<file path="src/rtl/id_ex_pipe_reg.sv">
// ID/EX pipeline register: captures decoded controls and operands at the end of ID, with
// hazard-unit stall (hold), flush (bubble insert), a valid bit and a saturating bubble counter.
module id_ex_pipe_reg #(
    parameter int DATA_W = 32,
    parameter int RA_W   = 5,
    parameter int CNT_W  = 16
) (
    input  logic              clk,
    input  logic              rst_n,
    input  logic              stall,
    input  logic              flush,
    input  logic              id_valid,
    input  logic              id_reg_write,
    input  logic              id_mem_to_reg,
    input  logic              id_mem_read,
    input  logic              id_mem_write,
    input  logic              id_branch,
    input  logic              id_alu_src,
    input  logic              id_reg_dst,
    input  logic [1:0]        id_alu_op,
    input  logic [DATA_W-1:0] id_pc4,
    input  logic [DATA_W-1:0] id_rd1,
    input  logic [DATA_W-1:0] id_rd2,
    input  logic [DATA_W-1:0] id_imm,
    input  logic [RA_W-1:0]   id_rs,
    input  logic [RA_W-1:0]   id_rt,
    input  logic [RA_W-1:0]   id_rd,
    output logic              ex_valid,
    output logic              ex_reg_write,
    output logic              ex_mem_to_reg,
    output logic              ex_mem_read,
    output logic              ex_mem_write,
    output logic              ex_branch,
    output logic              ex_alu_src,
    output logic              ex_reg_dst,
    output logic [1:0]        ex_alu_op,
    output logic [DATA_W-1:0] ex_pc4,
    output logic [DATA_W-1:0] ex_rd1,
    output logic [DATA_W-1:0] ex_rd2,
    output logic [DATA_W-1:0] ex_imm,
    output logic [RA_W-1:0]   ex_rs,
    output logic [RA_W-1:0]   ex_rt,
    output logic [RA_W-1:0]   ex_rd,
    output logic [5:0]        ex_func,
    output logic [RA_W-1:0]   ex_dest,
    output logic [CNT_W-1:0]  bubble_cnt
);
    localparam int NCTRL = 8;

    logic [NCTRL-1:0]  ctrl_in;
    logic [NCTRL-1:0]  ctrl_next;
    logic [NCTRL-1:0]  ctrl_reg;
    logic [1:0]        alu_op_next;
    logic [1:0]        alu_op_reg;
    logic [RA_W-1:0]   dest_next;
    logic [RA_W-1:0]   dest_reg;
    logic [DATA_W-1:0] pc4_reg;
    logic [DATA_W-1:0] rd1_reg;
    logic [DATA_W-1:0] rd2_reg;
    logic [DATA_W-1:0] imm_reg;
    logic [RA_W-1:0]   rs_reg;
    logic [RA_W-1:0]   rt_reg;
    logic [RA_W-1:0]   rd_reg;
    logic [CNT_W-1:0]  cnt_reg;
    logic              hold;
    logic              bubble;

    // Flush wins over stall so a stale instruction is never re-executed.
    assign hold   = stall & ~flush;
    assign bubble = flush | (~stall & ~id_valid);

    assign ctrl_in = {id_valid, id_reg_write, id_mem_to_reg, id_mem_read,
                      id_mem_write, id_branch, id_alu_src, id_reg_dst};

    generate
        for (genvar gi = 0; gi < NCTRL; gi++) begin : g_ctrl
            assign ctrl_next[gi] = hold ? ctrl_reg[gi] : (~bubble & ctrl_in[gi]);
        end
    endgenerate

    assign alu_op_next = hold ? alu_op_reg : (bubble ? 2'b00 : id_alu_op);
    // Destination mux sits before the register so EX sees no extra mux delay.
    assign dest_next   = hold ? dest_reg :
                         (bubble ? '0 : (id_reg_dst ? id_rd : id_rt));

    always_ff @(posedge clk or negedge rst_n) begin
        if (!rst_n) begin
            ctrl_reg   <= '0;
            alu_op_reg <= 2'b00;
            dest_reg   <= '0;
            pc4_reg    <= '0;
            rd1_reg    <= '0;
            rd2_reg    <= '0;
            imm_reg    <= '0;
            rs_reg     <= '0;
            rt_reg     <= '0;
            rd_reg     <= '0;
            cnt_reg    <= '0;
        end else begin
            ctrl_reg   <= ctrl_next;
            alu_op_reg <= alu_op_next;
            dest_reg   <= dest_next;
            if (!hold) begin
                pc4_reg <= id_pc4;
                rd1_reg <= id_rd1;
                rd2_reg <= id_rd2;
                imm_reg <= id_imm;
                rs_reg  <= id_rs;
                rt_reg  <= id_rt;
                rd_reg  <= id_rd;
            end
            if (bubble && (cnt_reg != {CNT_W{1'b1}})) begin
                cnt_reg <= cnt_reg + {{(CNT_W-1){1'b0}}, 1'b1};
            end
        end
    end

    assign {ex_valid, ex_reg_write, ex_mem_to_reg, ex_mem_read,
            ex_mem_write, ex_branch, ex_alu_src, ex_reg_dst} = ctrl_reg;
    assign ex_alu_op  = alu_op_reg;
    assign ex_pc4     = pc4_reg;
    assign ex_rd1     = rd1_reg;
    assign ex_rd2     = rd2_reg;
    assign ex_imm     = imm_reg;
    assign ex_rs      = rs_reg;
    assign ex_rt      = rt_reg;
    assign ex_rd      = rd_reg;
    assign ex_func    = imm_reg[5:0];
    assign ex_dest    = dest_reg;
    assign bubble_cnt = cnt_reg;
endmodule

</file>
<file path="config.mk">
export PLATFORM = sky130hd
export DESIGN_NAME = id_ex_pipe_reg
export DESIGN_NICKNAME = d
export VERILOG_FILES = /design/src/rtl/id_ex_pipe_reg.sv
export SDC_FILE = /design/constraint.sdc
export NUM_CORES = 1
export LEC_CHECK = 0
export ABC_AREA = 1
export CORE_AREA = 4 4 130 132
export CTS_CLUSTER_DIAMETER = 100
export DETAILED_ROUTE_END_ITERATION = 10
export DIE_AREA = 0 0 134 136
export DONT_BUFFER_PORTS = 1
export PLACE_DENSITY = 0.62
export SYNTH_ARGS = -nofsm -noshare
export SYNTH_HDL_FRONTEND = slang
export SYNTH_SLANG_ARGS = --single-unit
</file>
<file path="constraint.sdc">
create_clock -name clk -period 1.5 [get_ports clk]
set_input_delay 0.3 -clock clk [delete_from_list [all_inputs] [get_ports clk]]
set_output_delay 0.3 -clock clk [all_outputs]
set_load 0.01 [all_outputs]
</file>
After elaboration in Yosys (flattened, before gate mapping)
Cells that the tools add are included.

Equal/unequal tests: 1. Reduce and logical (&&, ||, !) cells: 1. Magnitude comparators: 0. Multiply operators: 0. Muxes and demuxes: 3. Bitwise operators: 15. $add $sub $neg: 1. Div/mod/pow operators: 0. Shift operators: 0.

Operator list (count): adder 16 x 1 -> 16 bit (second input constant) (1); inequality test 16 bit (second input constant) (1); bitwise AND 1 bit (10); two-way mux 5 bit (2); inverter 1 bit (4); two-way mux 2 bit (1); logical AND 1 bit (1); OR 1 bit (1).

Memory bits (writable): 0. Word-level logic and storage cells: 32. Bits in latches: 0. Memories kept: 0. Register bits: 174. ROM bits: 0.

Depth between registers and ports, before layout
Depth in word-level cells: 5. Depth in mapped cells: 9. Mapped depth without buffers: 8.

Worst setup path after synthesis
Ideal clock, no wire load.

Kind: register to register. Start point: reg cnt_reg[0], in the netlist bubble_cnt[0]. End point: reg cnt_reg[4], in the netlist bubble_cnt[4]. Cell stages (with the launch flop): 9. Setup slack: 100 ps. Path buffers: 0. Arrival: 1277 ps. Required time: 1377 ps. Cells stage by stage: dfrtp_1 -> ha_1 -> nand3_1 -> inv_2 -> nand2_1 -> nor2_2 -> nor2_4 -> nand2_1 -> o21ai_1.

Longest elaborated chain between the ends: 2.

RTL lines: start: declaration (line 64) `logic [CNT_W-1:0] cnt_reg;`; start signal: assignment (line 113) `cnt_reg <= cnt_reg + {{(CNT_W-1){1'b0}}, 1'b1};`; branches (longest 2 deep; another with adder 16 x 1 -> 16 bit).

Parallel ways; which one is timed is not known. A chain may end at the register's enable or synchronous reset.

Final worst setup path
Start point: reg cnt_reg[1], in the netlist bubble_cnt[1]. End point: reg cnt_reg[9], in the netlist bubble_cnt[9].

The elaborated chain is that of the path after synthesis.

==> impl_metrics.env <==
export IMPL_p_leak_uw=0.00392
export IMPL_synth_cells=530
export IMPL_dieArea_um2=18200
export IMPL_synth_top_family_by_area="multiplexers"
export IMPL_setup_viol=0
export IMPL_p_sw_uw=2950
export IMPL_grt_antenna_before_repair=0
export IMPL_start_kind="register"
export IMPL_synthXorXnorAreaFrac=0.00359
export IMPL_synthSimpleGateAreaFrac=0.0826
export IMPL_final_cells=801
export IMPL_vias_per_cell=5.21
export IMPL_syn_nets=688
export IMPL_drive_gt1_frac=0.378
export IMPL_antenna_left=0
export IMPL_drt_first_pass_iters=4
export IMPL_ys_seq_elements=174
export IMPL_slew_violations=0
export IMPL_hold_viol=174
export IMPL_power_uw=11400
export IMPL_finalWeightedCongestion=0.829
export IMPL_required_ns=1.80
export IMPL_grt_pass1_vias=4538
export IMPL_drcViolationCount=0
export IMPL_p_clk_frac=0.403
export IMPL_fmax_mhz=711
export IMPL_io_pins=337
export IMPL_grt_overflow=0
export IMPL_drt_wl_total_um=17900
export IMPL_startpoint="bubble_cnt[1]"
export IMPL_clkSinkCount=174
export IMPL_layout_common_cells="dfrtp_1, mux2_2, mux2_4"
export IMPL_hold_slack_ns=-0.433
export IMPL_violations="negative hold slack"
export IMPL_final_common_cell="dfrtp_1"
export IMPL_outcome="complete, but fails checks"
export IMPL_seq_area_frac_synth=0.595
export IMPL_ys_flop_type="dfrtp_1"
export IMPL_nets=729
export IMPL_vdd_drop_max_v=0.000756
export IMPL_synth_warnings=0
export IMPL_period_needed_ns=1.41
export IMPL_grtUsageTotal=0.192
export IMPL_critPathArrivalTime_ns=1.71
export IMPL_fp_row_count=46
export IMPL_syn_cell_area_um2=7320
export IMPL_r2r_slack_ns=0.09
export IMPL_worstReg2RegStart="bubble_cnt[1]"
export IMPL_cts_made_buffers=17
export IMPL_p_int_uw=8460
export IMPL_grt_pass1_wl_um=26900
export IMPL_fp_dieW_um=134
export IMPL_avgSynthCellArea_um2=13.8
export IMPL_seqPwrFrac=0.495
export IMPL_crit_fanout=8
export IMPL_die_height_um=136
export IMPL_tightest_slew_ns=0.524
export IMPL_dpl_hpwl_um=12800
export IMPL_synthAdderAreaFrac=0.00171
export IMPL_wire_per_inst_um=22.3
export IMPL_yosysUniqueCellTypes=28
export IMPL_end_kind="register"
export IMPL_drtIter0Drc=181
export IMPL_htreeDepth=4
export IMPL_crit_type="reg -> reg"
export IMPL_swShare=0.259
export IMPL_period_share=0.938
export IMPL_maxCapViolations=0
export IMPL_grt_max_degree=175
export IMPL_via_count=4176
export IMPL_synth_edf_count=0
export IMPL_async_flop_share=1.00
export IMPL_hp_class="in -> async"
export IMPL_place_inst=742
export IMPL_power_density_nw_per_um2=1350
export IMPL_fp_coreArea_um2=15700
export IMPL_synth_area_mux_share=0.256
export IMPL_area_growth_pct=15.8
export IMPL_cts_tree="yes"
export IMPL_finClkSkew_ns=0.00947
export IMPL_clkTransAtPathRegs_ns=0.07
export IMPL_relSlewSlack=0.651
export IMPL_synth_compound_area_share=0.0176
export IMPL_cts_root_buf="clkbuf_16"
export IMPL_combPwrFrac=0.102
export IMPL_start_util=0.466
export IMPL_port_buffers=0
export IMPL_insertion_delay_ns=0.42
export IMPL_max_clock_path_buffers=2
==> routing by layer <==
layer  part of all wire  track usage  vias to the layer above
li1                   -            -                     1874
met4              0.024       0.0766                        0
met2               0.50        0.312                      219
met3               0.11       0.0885                       30
met1               0.36        0.221                     2053
met5                  0            0                        -
==> worst paths after layout <==
| path | endpoint | cells after the start |
|---|---|---|
| worst max-delay path | bubble_cnt[9] | 8 |
| worst min-delay path | bubble_cnt[3] | 0 |
| worst max register to register | bubble_cnt[9] | 8 |
| worst min register to register | bubble_cnt[9] | 2 |
| max in group asynchronous | bubble_cnt[12] | 0 |
| min in group clk | ex_rd1[27] | 1 |
==> logic make-up (layout without fill, tap and decap cells) <==
family	Yosys count	in the layout
flip-flops	174	174
XOR/XNOR	3	3
AO/OA/AOI/OAI	21	21
adder cells (fa/ha/maj)	1	1
buffers and inverters	57	111
multiplexers	143	143
other	0	1
AND/OR/NAND/NOR	131	131
==> through the flow <==
stage / hold WS, ns / setup TNS [ns] / worst slack, ns / instance area (µm²) / utilization
6_report: -0.433 / 0 / 0.0937 / 8480 / 0.539
4_1_cts: -0.456 / 0 / 0.0761 / 8430 / 0.537
3_5_place_dp: 0.00902 / 0 / 0.00272 / 7600 / 0.484
5_1_grt: -0.461 / -0.0419 / -0.0246 / 8470 / 0.539
2_1_floorplan: 0.00441 / 0 / 0.100 / 7320 / -
3_3_place_gp: 0.00863 / 0 / 0.0479 / 7600 / 0.484
==> synthesized netlist by cell type (2+ instances only) <==
| cell type | n | area, µm² |
|---|---|---|
| dfrtp_1 | 174 | 4350 |
| mux2_2 | 73 | 822 |
| mux2_4 | 70 | 1050 |
| nand2_1 | 60 | 225 |
| inv_1 | 25 | 93.8 |
| nand3_1 | 24 | 120 |
| nor2_1 | 24 | 90.1 |
| o21ai_0 | 11 | 55.1 |
| buf_6 | 10 | 113 |
| nand4_1 | 9 | 56.3 |
| buf_2 | 7 | 35.0 |
| buf_4 | 6 | 45.0 |
| inv_2 | 6 | 22.5 |
| o31ai_1 | 5 | 37.5 |
| nand2_2 | 4 | 25.0 |
| o21ai_1 | 4 | 20.0 |
| nor2_2 | 3 | 18.8 |
| nor2_4 | 3 | 33.8 |
| clkbuf_1 | 2 | 7.51 |
| xnor2_1 | 2 | 17.5 |
==> worst max-delay path, cell delays in order, from the launching register on <==
cell     delay [ns]
dfrtp_1        0.35
buf_4          0.14
nand2_1        0.10
nor2_4         0.15
nand2_2        0.08
nor2_4         0.23
nand3_1        0.11
nand2_1        0.07
nand2_1        0.05
==> what timing repair did <==
action,4_1_cts,5_1_grt
pin swaps,1,2
endpoints found under the setup margin,3,9
setup buffers,2,2
hold buffers,21,1
gates cloned,0,0
gates resized for setup,0,4
endpoints found under the hold margin,195,175
==> area by class of cell <==
type	count	area (µm²)
antenna	1	2.50
clock buffer	19	433
clock inverter	13	179
fill	1301	7240
inverter	31	116
multi-input combinational	299	2670
sequential	174	4360
tap	216	270
timing repair buffer	48	453
==> power groups by stage <==
stage / clock network (µW) / registers [µW] / logic (µW)
final: 4600 / 5650 / 1170
after global routing: 4910 / 5700 / 1270
after CTS: 4700 / 5650 / 1150
after detailed placement: 0 / 5730 / 1100
after global placement: 0 / 5720 / 1070
after floorplan: 0 / 5660 / 810
(Power assumes the default switching activity.)
